File: config.mk
export PLATFORM = sky130hd
export DESIGN_NAME = rgb2gray_ctrl
export DESIGN_NICKNAME = d
export VERILOG_FILES = /design/src/rtl/rgb2gray_ctrl_pkg.sv /design/src/rtl/rgb565_expand.sv /design/src/rtl/rgb2gray_ctrl.sv
export SDC_FILE = /design/constraint.sdc
export NUM_CORES = 1
export LEC_CHECK = 0
export BUFFER_PORTS_ARGS = -buffer_cell sky130_fd_sc_hd__clkbuf_2
export CORE_ASPECT_RATIO = 0.5
export CORE_MARGIN = 3
export CORE_UTILIZATION = 47
export DETAILED_ROUTE_END_ITERATION = 12
export MAX_ROUTING_LAYER = met4
export PLACE_DENSITY = 0.7
export SLEW_MARGIN = 20
export SYNTH_ARGS = -nofsm -noshare
export SYNTH_HDL_FRONTEND = slang
export SYNTH_SLANG_ARGS = --single-unit
File: constraint.sdc
create_clock -name sys_clk -period 7.6 [get_ports sys_clk]
set_input_delay 1.52 -clock sys_clk [delete_from_list [all_inputs] [get_ports sys_clk]]
set_output_delay 1.52 -clock sys_clk [all_outputs]
set_load 0.02 [all_outputs]
File: src/rtl/rgb2gray_ctrl_pkg.sv
// Shared ISP constants for the RGB565-to-luma stage: coefficients, field
// positions and widths.
package rgb2gray_ctrl_pkg;

    localparam int GRAY_W = 8;
    localparam int PROD_W = 16;

    localparam logic [7:0] COEF_R = 8'd77;
    localparam logic [7:0] COEF_G = 8'd150;
    localparam logic [7:0] COEF_B = 8'd29;

    localparam int R_MSB = 15;
    localparam int R_LSB = 11;
    localparam int G_MSB = 10;
    localparam int G_LSB = 5;
    localparam int B_MSB = 4;
    localparam int B_LSB = 0;

    typedef struct packed {
        logic [GRAY_W-1:0] r;
        logic [GRAY_W-1:0] g;
        logic [GRAY_W-1:0] b;
    } rgb888_t;

endpackage

File: src/rtl/rgb565_expand.sv
// Combinational RGB565 to 8-bit-per-channel expansion by MSB replication,
// so full-scale 5/6-bit codes map exactly to 255.
module rgb565_expand
    import rgb2gray_ctrl_pkg::*;
(
    input  logic [15:0] rgb565_i,
    output rgb888_t     rgb888_o
);

    logic [4:0] r5;
    logic [5:0] g6;
    logic [4:0] b5;

    assign r5 = rgb565_i[R_MSB:R_LSB];
    assign g6 = rgb565_i[G_MSB:G_LSB];
    assign b5 = rgb565_i[B_MSB:B_LSB];

    assign rgb888_o.r = {r5, r5[4:2]};
    assign rgb888_o.g = {g6, g6[5:4]};
    assign rgb888_o.b = {b5, b5[4:2]};

endmodule

File: src/rtl/rgb2gray_ctrl.sv
// RGB565 to 8-bit luma, fixed 3-cycle pipeline. Define RGB2GRAY_FRAME_MARK_EN
// to build the position counters that drive po_sof/po_eol.
module rgb2gray_ctrl
    import rgb2gray_ctrl_pkg::*;
#(
    parameter logic [9:0] CNT_COL_MAX = 10'd99,
    parameter logic [9:0] CNT_ROW_MAX = 10'd99
) (
    input  logic              sys_clk,
    input  logic              sys_rst,
    input  logic              pi_vsync,
    input  logic              pi_flag,
    input  logic [15:0]       pi_data,
    output logic [GRAY_W-1:0] po_data,
    output logic              po_flag,
    output logic              po_sof,
    output logic              po_eol
);

    // Flags are plain valid strobes with no ready: each stage captures its
    // data only when the incoming flag is high and otherwise holds it.
    rgb888_t           px8;
    rgb888_t           rgb_q;
    logic              v1_q, v2_q, flag_q;
    logic [PROD_W-1:0] pr_q, pg_q, pb_q;
    logic [PROD_W-1:0] pr_d, pg_d, pb_d, sum_d;
    logic [GRAY_W-1:0] data_q;

    rgb565_expand u_expand (
        .rgb565_i (pi_data),
        .rgb888_o (px8)
    );

    assign pr_d  = {8'd0, COEF_R} * {8'd0, rgb_q.r};
    assign pg_d  = {8'd0, COEF_G} * {8'd0, rgb_q.g};
    assign pb_d  = {8'd0, COEF_B} * {8'd0, rgb_q.b};
    assign sum_d = pr_q + pg_q + pb_q;

    always_ff @(posedge sys_clk) begin
        if (sys_rst) begin
            rgb_q  <= '0;
            v1_q   <= 1'b0;
            pr_q   <= '0;
            pg_q   <= '0;
            pb_q   <= '0;
            v2_q   <= 1'b0;
            data_q <= '0;
            flag_q <= 1'b0;
        end else begin
            v1_q   <= pi_flag;
            v2_q   <= v1_q;
            flag_q <= v2_q;
            if (pi_flag) rgb_q <= px8;
            if (v1_q) begin
                pr_q <= pr_d;
                pg_q <= pg_d;
                pb_q <= pb_d;
            end
            // Coefficients sum to 256, so the top byte is truncated luma.
            if (v2_q) data_q <= sum_d[15:8];
        end
    end

    assign po_data = data_q;
    assign po_flag = flag_q;

`ifdef RGB2GRAY_FRAME_MARK_EN
    logic [9:0] col_q, row_q, col_d, row_d, col_eff, row_eff;
    logic       sof1_q, eol1_q, sof2_q, eol2_q, sof_q, eol_q;

    // A vsync pixel is treated as (0,0) before the normal increment.
    always_comb begin
        col_eff = pi_vsync ? 10'd0 : col_q;
        row_eff = pi_vsync ? 10'd0 : row_q;
        col_d   = col_eff;
        row_d   = row_eff;
        if (pi_flag) begin
            if (col_eff == CNT_COL_MAX) begin
                col_d = 10'd0;
                row_d = (row_eff == CNT_ROW_MAX) ? 10'd0 : row_eff + 10'd1;
            end else begin
                col_d = col_eff + 10'd1;
            end
        end
    end

    always_ff @(posedge sys_clk) begin
        if (sys_rst) begin
            col_q  <= '0;
            row_q  <= '0;
            sof1_q <= 1'b0;
            eol1_q <= 1'b0;
            sof2_q <= 1'b0;
            eol2_q <= 1'b0;
            sof_q  <= 1'b0;
            eol_q  <= 1'b0;
        end else begin
            col_q  <= col_d;
            row_q  <= row_d;
            sof1_q <= pi_flag && (col_eff == 10'd0) && (row_eff == 10'd0);
            eol1_q <= pi_flag && (col_eff == CNT_COL_MAX);
            sof2_q <= v1_q && sof1_q;
            eol2_q <= v1_q && eol1_q;
            sof_q  <= v2_q && sof2_q;
            eol_q  <= v2_q && eol2_q;
        end
    end

    assign po_sof = sof_q;
    assign po_eol = eol_q;
`else
    logic unused_vsync;
    assign unused_vsync = pi_vsync;
    assign po_sof       = 1'b0;
    assign po_eol       = 1'b0;
`endif

endmodule

# [Word level (Yosys, flattened, before mapping)]
# Cells that the tools add are included.
[classes] add_sub_neg=2 multipliers=3
[ops] op="$mul 7x8->15 const A" count=2
[ops] op="$add 15x16->16" count=1
[ops] op="$add 16x13->16" count=1
[ops] op="$mul 5x8->13 const A" count=1
[totals] register_bits=78 inputBits=20

# [Depth between registers and ports, before layout]
# Gate-level depths: netlist (run 1).
[logic_depth] ltp_word=2 ltp_mapped=14 ltp_nobuf=14

# [By module]
# Synthesis (run 1) repeated with hierarchy kept, for this count alone.
[hier_totals] cells_unflattened=695 area_unflattened_um2=6546.3
[by_module_without_submodules] mod="rgb2gray_ctrl" cells_per_inst=671 area_per_inst_um2=6366.1 n_inst=1
[by_module_without_submodules] mod="rgb565_expand" cells_per_inst=24 area_per_inst_um2=180.2 n_inst=1

# [Worst setup path before layout (run 1)]
# Ideal clock, no wire load.
[synth_path] kind="register to register" start="register rgb_q[21] in the netlist's numbering" end="register pr_q[13]" path_stages_with_launch=14 synth_period_minus_slack_ps=3422 setup_slack_ps=4178 t_arrival_ps=3305 t_required_ps=7483 cell_sequence="dfxtp_1 > ha_1 > ha_1 > inv_1 > fa_1 > fa_1 > inv_1 > ha_1 > nand3_1 > a21oi_1 > nor3_1 > o31ai_1 > xor2_1 > a22o_1"
[synth_via] elab_chain_cells=1
[synth_lines] item="start, declared" line_no="rgb2gray_ctrl.sv:23" rtl="rgb888_t rgb_q;"
[synth_lines] item="start signal, assigned" line_no="rgb2gray_ctrl.sv:53" rtl="if (pi_flag) rgb_q <= px8;"
[synth_lines] item="$mul 7x8->15" line_no="rgb2gray_ctrl.sv:34" rtl="assign pr_d = {8'd0, COEF_R} * {8'd0, rgb_q.r};"
[synth_lines] item="end signal, assigned" line_no="rgb2gray_ctrl.sv:55" rtl="pr_q <= pr_d;"
[synth_lines] item="end, declared" line_no="rgb2gray_ctrl.sv:25" rtl="logic [PROD_W-1:0] pr_q, pg_q, pb_q;"
# No other way between the ends.
# A chain may end at the register's enable or synchronous reset.

# [Worst setup path after layout (run 1)]
# Same ends and word-level chain as after synthesis.

==> impl_metrics.ini, run 1 <==
[sta]
timing.final.max_slew_violations = 0
max_freq_ghz = 0.256
tns_ps = 0
worstMarginPinSlew_ps = 797
skew_ps = 11.8
setup_viol = 0
finalHoldViolCount = 0
rsz0062_at_grt = false
relSlewSlack_pct = 46.9
fin_crit_ps = 3900
fin_crit_sh_pct = 51.4

[detailed_routing]
drt-initial-drc-count = 194
num_vias = 4489
wl_per_cell_um = 14.5
drc = 0
antenna_left = 0
wl_um = 12200
first_pass_iters = 4
routed_via_density = 5.35

[floorplanning]
core_area_um2 = 12200
dieArea_um2 = 14500
core.rowCount = 28
ios = 31
die_w_um = 167
die_h_um = 86.5
initial_core_util_pct = 49.9

[clock_tree]
cts_made_buffers = 9
cts.reportedPaths.clkPinSlew_ps = 60
clock-root-buffer = clkbuf_16
ctsHoldBuffers = 0
clk_latency_ps = 340
clkSinkCount = 70
htree_levels = 3
tritoncts = done
cts_setup_buffers = 0
clock_path_buffers = 2
cts_resized = 0

[synth]
yosysMostFrequentCell = ha_1
yosysWarnings = 0
ys_ff_latch = 70
async_flop_share_pct = 0
syn_inst = 647
yosys.area.top_type = dfxtp_1
synthTopCellsByCount = ha_1 (111), nor2_1 (75), inv_1 (73)
ys_seq_area_share_pct = 23.0
synth_area_leaders = dfxtp_1 (23%), ha_1 (23%), fa_1 (12%)
synth_area_um2 = 6100
synth.avg_cell_area_um2 = 9.42
synth_top_area_share_pct = 23.0
ys.flop_type = dfxtp_1
synth_enable_flop_cells = 0
synthDistinctLibCells = 64

[placement]
hpwl_um = 9500
gp_congestion = 0.857
placed_area_um2 = 6360
port_buffers = 27

[critical_path]
end_kind = flip-flop
cp.arrival_ps = 4130
path_class = flip-flop to flip-flop
slowest_delay_ps = 620
crit_fanout = 8
r2r_setup_slack_ps = 3700
cp.required_ps = 7830
worstSetupStartpointType = flip-flop
path_buf_inv = 2
cpMostUsedCell = ha_1
critPathTopFamily = adder cells
crit_path_cell_trace = ha_1 > ha_1 > inv_1 > fa_1 > fa_1 > inv_1 > ha_1 > nand3_1 > a21oi_1 > nor3_1 > o31ai_1 > xor2_1 > a22o_1
crit_slowest_cell = dfxtp_1

[layout]
fin_area_um2 = 6650
area_growth_syn_to_layout_pct = 9.09
n_antenna_cell = 0
drive_gt1_share_pct = 9.50
finalNetCount = 837

[worst_hold_path]
hold_path.class = flip-flop to flip-flop

[power]
total_leakage_power_nw = 3.47
p_per_area_nw_per_um2 = 174
peakVddDrop_uv = 92.9

[global_routing]
antenna_found_initial = 0
grt_pass1_vias = 4360
grt_max_degree = 77
grt-ovfl-total = 0
track_usage_pct = 17.9
grt_pass1_wl_um = 20600

[job]
cap_violations = 0

[outcome]
status = finished clean
where the power goes:
group / leakage [nW] / switching, mW / internal [mW]
registers: 0.572 / 0.0272 / 0.390
logic: 2.76 / 0.191 / 0.139
clock network: 0.135 / 0.181 / 0.228
total: 3.47 / 0.399 / 0.756
cell usage in the layout, fill, tap and decap left out, drive strengths merged, types with 3 or more instances in the layout:
| master | Yosys | final |
|---|---|---|
| o22ai | 3 | 3 |
| nor2 | 76 | 76 |
| nor2b | 4 | 4 |
| o21ai | 22 | 22 |
| a22o | 3 | 3 |
| nand2 | 24 | 24 |
| clkbuf | 11 | 36 |
| xnor2 | 14 | 14 |
| fa | 37 | 37 |
| and3 | 3 | 3 |
| dfxtp | 70 | 70 |
| inv | 74 | 79 |
| a21o | 21 | 21 |
| o21a | 5 | 5 |
| nor3 | 9 | 9 |
| nand3 | 10 | 10 |
| ha | 111 | 111 |
| a211oi | 14 | 14 |
| xor2 | 7 | 7 |
| a21oi | 29 | 29 |
| a311oi | 3 | 3 |
| o21bai | 3 | 3 |
| nand2b | 5 | 5 |
| or4b | 3 | 3 |
| mux2i | 43 | 43 |
| nor3b | 3 | 3 |
registers in the layout (all words and copies together) (netlist names):
signal and flops:
rgb_q 16, pg_q 15, pb_q 13, pr_q 15, v2_q 1, v1_q 1, po_flag 1, po_data 8
metal layers:
layer	vias to the layer above	track usage, %	wire [um]
met3	11	3.74	464
met5	-	-	0
met1	2132	25.0	6380
met4	0	4.19	115
met2	57	27.1	5190
li1	2289	-	-
area by class of cell:
class | count | area, um2
well taps | 165 | 206
multi-input cells | 485 | 4330
clock inverters | 7 | 61.3
fillers | 1114 | 5580
inverters | 74 | 278
flip-flops and latches | 70 | 1400
repair buffers | 29 | 150
clock buffers | 9 | 225
worst paths after layout:
kind | startpoint | end | cells after the start
setup reg to reg | rgb_q[21] | pr_q[13] | 13
hold reg to reg | po_data[7] | po_data[7] | 2
hold / removal | po_data[7] | po_data[7] | 2
setup / recovery | rgb_q[21] | pr_q[13] | 13
cells by family (layout without fill, tap and decap cells):
group | count (synthesis) | in the layout | share of synthesized area (%)
AO/OA/AOI/OAI | 126 | 126 | 15.0
XOR/XNOR | 21 | 21 | 3.02
adder cells (fa/ha/maj) | 148 | 148 | 34.9
buffers and inverters | 93 | 119 | 6.09
flip-flops | 70 | 70 | 23.0
multiplexers | 43 | 43 | 7.06
other | 1 | 2 | 0.0615
AND/OR/NAND/NOR | 145 | 145 | 10.9
stage by stage:
stage / setup slack [ps] / utilization [%] / total power [mW] / hold slack, ps / std cells
after floorplan: 4180 / - / 0.674 / 449 / 648
after global placement: 3790 / 52.1 / 0.742 / 435 / 823
after detailed placement: 3690 / 52.1 / 0.750 / 441 / 823
after CTS: 3680 / 54.4 / 1.17 / 448 / 839
after global routing: 3450 / 54.4 / 1.23 / 463 / 839
final: 3700 / 54.4 / 1.16 / 452 / 839
worst reg2reg max path: stages, from the launching register on:
cell and delay (ps):
dfxtp_1 620, ha_1 330, ha_1 270, inv_1 50, fa_1 500, fa_1 510
inv_1 40, ha_1 360, nand3_1 90, a21oi_1 190, nor3_1 110, o31ai_1 330
xor2_1 140, a22o_1 240
Power figures use the tool's default switching activity.
==> run 2, diff against run 1 <==
Settings changed: ABC_AREA set to 1.
Clock period 7.6 ns to 4 ns, I/O delays scaled along.
==> impl_metrics.ini, run 2 <==
[job]
cap_violations = 0

[floorplanning]
die_w_um = 173
core.rowCount = 29
ios = 31
dieArea_um2 = 15500
die_h_um = 89.6
core_area_um2 = 13200
initial_core_util_pct = 49.9

[worst_hold_path]
min_delay_path_depth = 2
hold_path.class = flip-flop to flip-flop
min_to = pb_q[3]
hold_start = pb_q[3]

[sta]
holdWs_ps = 481
timing.final.max_slew_violations = 0
fin_crit_ps = 3460
max_freq_ghz = 0.289
worstMarginPinSlew_ps = 794
relSlewSlack_pct = 47.0
setup_viol = 0
tns_ps = 0
fin_crit_sh_pct = 86.6
rsz0062_at_grt = false
finalHoldViolCount = 0
skew_ps = 10.1

[clock_tree]
clock-root-buffer = clkbuf_16
clock_path_buffers = 2
htree_levels = 3
tritoncts = done
ctsHoldBuffers = 0
cts_resized = 0
cts_setup_buffers = 0
clk_latency_ps = 340
clkSinkCount = 70
cts.reportedPaths.clkPinSlew_ps = 60
cts_made_buffers = 9

[critical_path]
end_kind = flip-flop
slowest_delay_ps = 510
r2r_setup_slack_ps = 540
timing.rr.end = pg_q[13]
crit_path_cell_trace = ha_1 > ha_1 > inv_1 > fa_1 > fa_1 > inv_1 > ha_1 > a21oi_1 > nand2_1 > nand2_1 > nand3_1 > nand2_1 > nand3_1 > nand2_1 > inv_1
crit_slowest_cell = fa_1
r2r_cells = 15
path_class = flip-flop to flip-flop
worstSetupStartpointType = flip-flop
crit_fanout = 7
cp.arrival_ps = 3690
cp.required_ps = 4230
cpMostUsedCell = nand2_1
r2r-start = rgb_q[12]

[detailed_routing]
routed_via_density = 4.96
antenna_left = 0
wl_per_cell_um = 12.9
first_pass_iters = 5
drc = 0
num_vias = 5586
drt-initial-drc-count = 308
wl_um = 14600

[global_routing]
grt_max_degree = 63
antenna_found_initial = 0
use_met1_pct = 26.0
grt-ovfl-total = 0
grt_pass1_vias = 5364
track_usage_pct = 20.4
use_met3_pct = 3.44
groute.layer.met2.usage_pct = 34.7
grt_pass1_wl_um = 24700
gr-max-usage-layer = met2

[synth]
async_flop_share_pct = 0
synthMuxAreaShare_pct = 0
synth_adder_area_share_pct = 32.4
yosysWarnings = 0
synth_area_um2 = 6570
ys_ff_latch = 70
ys.flop_type = dfxtp_1
synthTopCellsByCount = inv_1 (178), nand2_1 (148), nor2_1 (122)
synth_top_area_share_pct = 21.3
yosysMostFrequentCell = inv_1
syn_inst = 913
ys_seq_area_share_pct = 21.3
synthDistinctLibCells = 33
synth_compound_area_share_pct = 10.5
synth_area_leaders = dfxtp_1 (21%), ha_1 (21%), fa_1 (11%)
yosys.area.top_type = dfxtp_1
synthSimpleGateAreaFrac_pct = 22.2
synth_xor_xnor_area_share_pct = 1.87
synth.avg_cell_area_um2 = 7.20
synth_top_family_by_area = adder cells
synth_enable_flop_cells = 0

[layout]
largest_reg_flops = 16
reg_top3 = rgb_q x16, pg_q x15, pr_q x15
most-common-layout-cells = inv_1 (178), nand2_1 (148), nor2_1 (122), ha_1 (111), dfxtp_1 (69)
mostFrequentLayoutCell = inv_1
largest-register = rgb_q
finalNetCount = 1104
drive_gt1_share_pct = 6.38
n_antenna_cell = 0
area_growth_syn_to_layout_pct = 10.2

[placement]
port_buffers = 27
hpwl_um = 11600
gp_congestion = 0.900

[power]
p_per_area_nw_per_um2 = 376
peakVddDrop_uv = 210
total_leakage_power_nw = 4.12

[outcome]
status = finished clean
==> run 2: layout make-up <==
type | instances | area [um2]
clock inverter | 5 | 108
timing repair buffer | 33 | 180
tap | 186 | 233
inverter | 179 | 672
sequential | 70 | 1400
fill | 1257 | 5930
multi-input combinational | 643 | 4410
clock buffer | 10 | 239
==> run 2: critical path: cells and delay by family (launching register included) <==
kind                       cells  cell delay (ps)
buffers and inverters          3              120
adders and majority gates      5             1930
AOI/OAI and AO/OA              1              390
DFF                            1              440
and+or+nand+nor                6              480
==> run 2: how the worst max path moves through the flow <==
| stage | startpoint | to | slack (ps) |
|---|---|---|---|
| finish | rgb_q[12] | pg_q[13] | 540 |
| global route | rgb_q[12] | pg_q[13] | 220 |
| CTS | rgb_q[12] | pg_q[13] | 510 |
| detailed placement | rgb_q[12] | pg_q[13] | 540 |
| global placement | rgb_q[12] | pg_q[13] | 610 |
| floorplan | rgb_q[14] | pg_q[13] | 830 |
==> run 2: logic make-up (layout without fill, tap and decap cells) <==
group | count (synthesis) | count (layout)
fa+ha+maj | 148 | 148
simple gates | 351 | 351
flops | 70 | 70
buf+inv | 201 | 227
other cells | 1 | 2
compound gates | 128 | 128
xor+xnor | 14 | 14
==> run 2: per-layer routing <==
layer  part of all wire (%)  vias to the layer above
met5                      0                        -
li1                       -                     2945
met3                    3.8                       15
met4                    1.1                        0
met1                     52                     2532
met2                     43                       94
==> run 2: where the power goes <==
group	leakage [nW]	switching, mW	internal [mW]	total [mW]
Clock	0.169	0.310	0.625	0.935
Sequential	0.578	0.0545	0.751	0.805
Combinational	3.37	0.618	0.368	0.987
==> run 2: stage by stage <==
step / worst slack, ps / power, mW / area (um2) / util [%] / cells
3_3_place_gp: 615 / 1.77 / 6900 / 52.4 / 1111
4_1_cts: 510 / 2.75 / 7240 / 55.0 / 1126
5_1_grt: 221 / 2.94 / 7240 / 55.0 / 1126
6_report: 538 / 2.73 / 7240 / 55.0 / 1126
2_1_floorplan: 828 / 1.56 / 6580 / - / 914
3_5_place_dp: 538 / 1.80 / 6900 / 52.4 / 1111
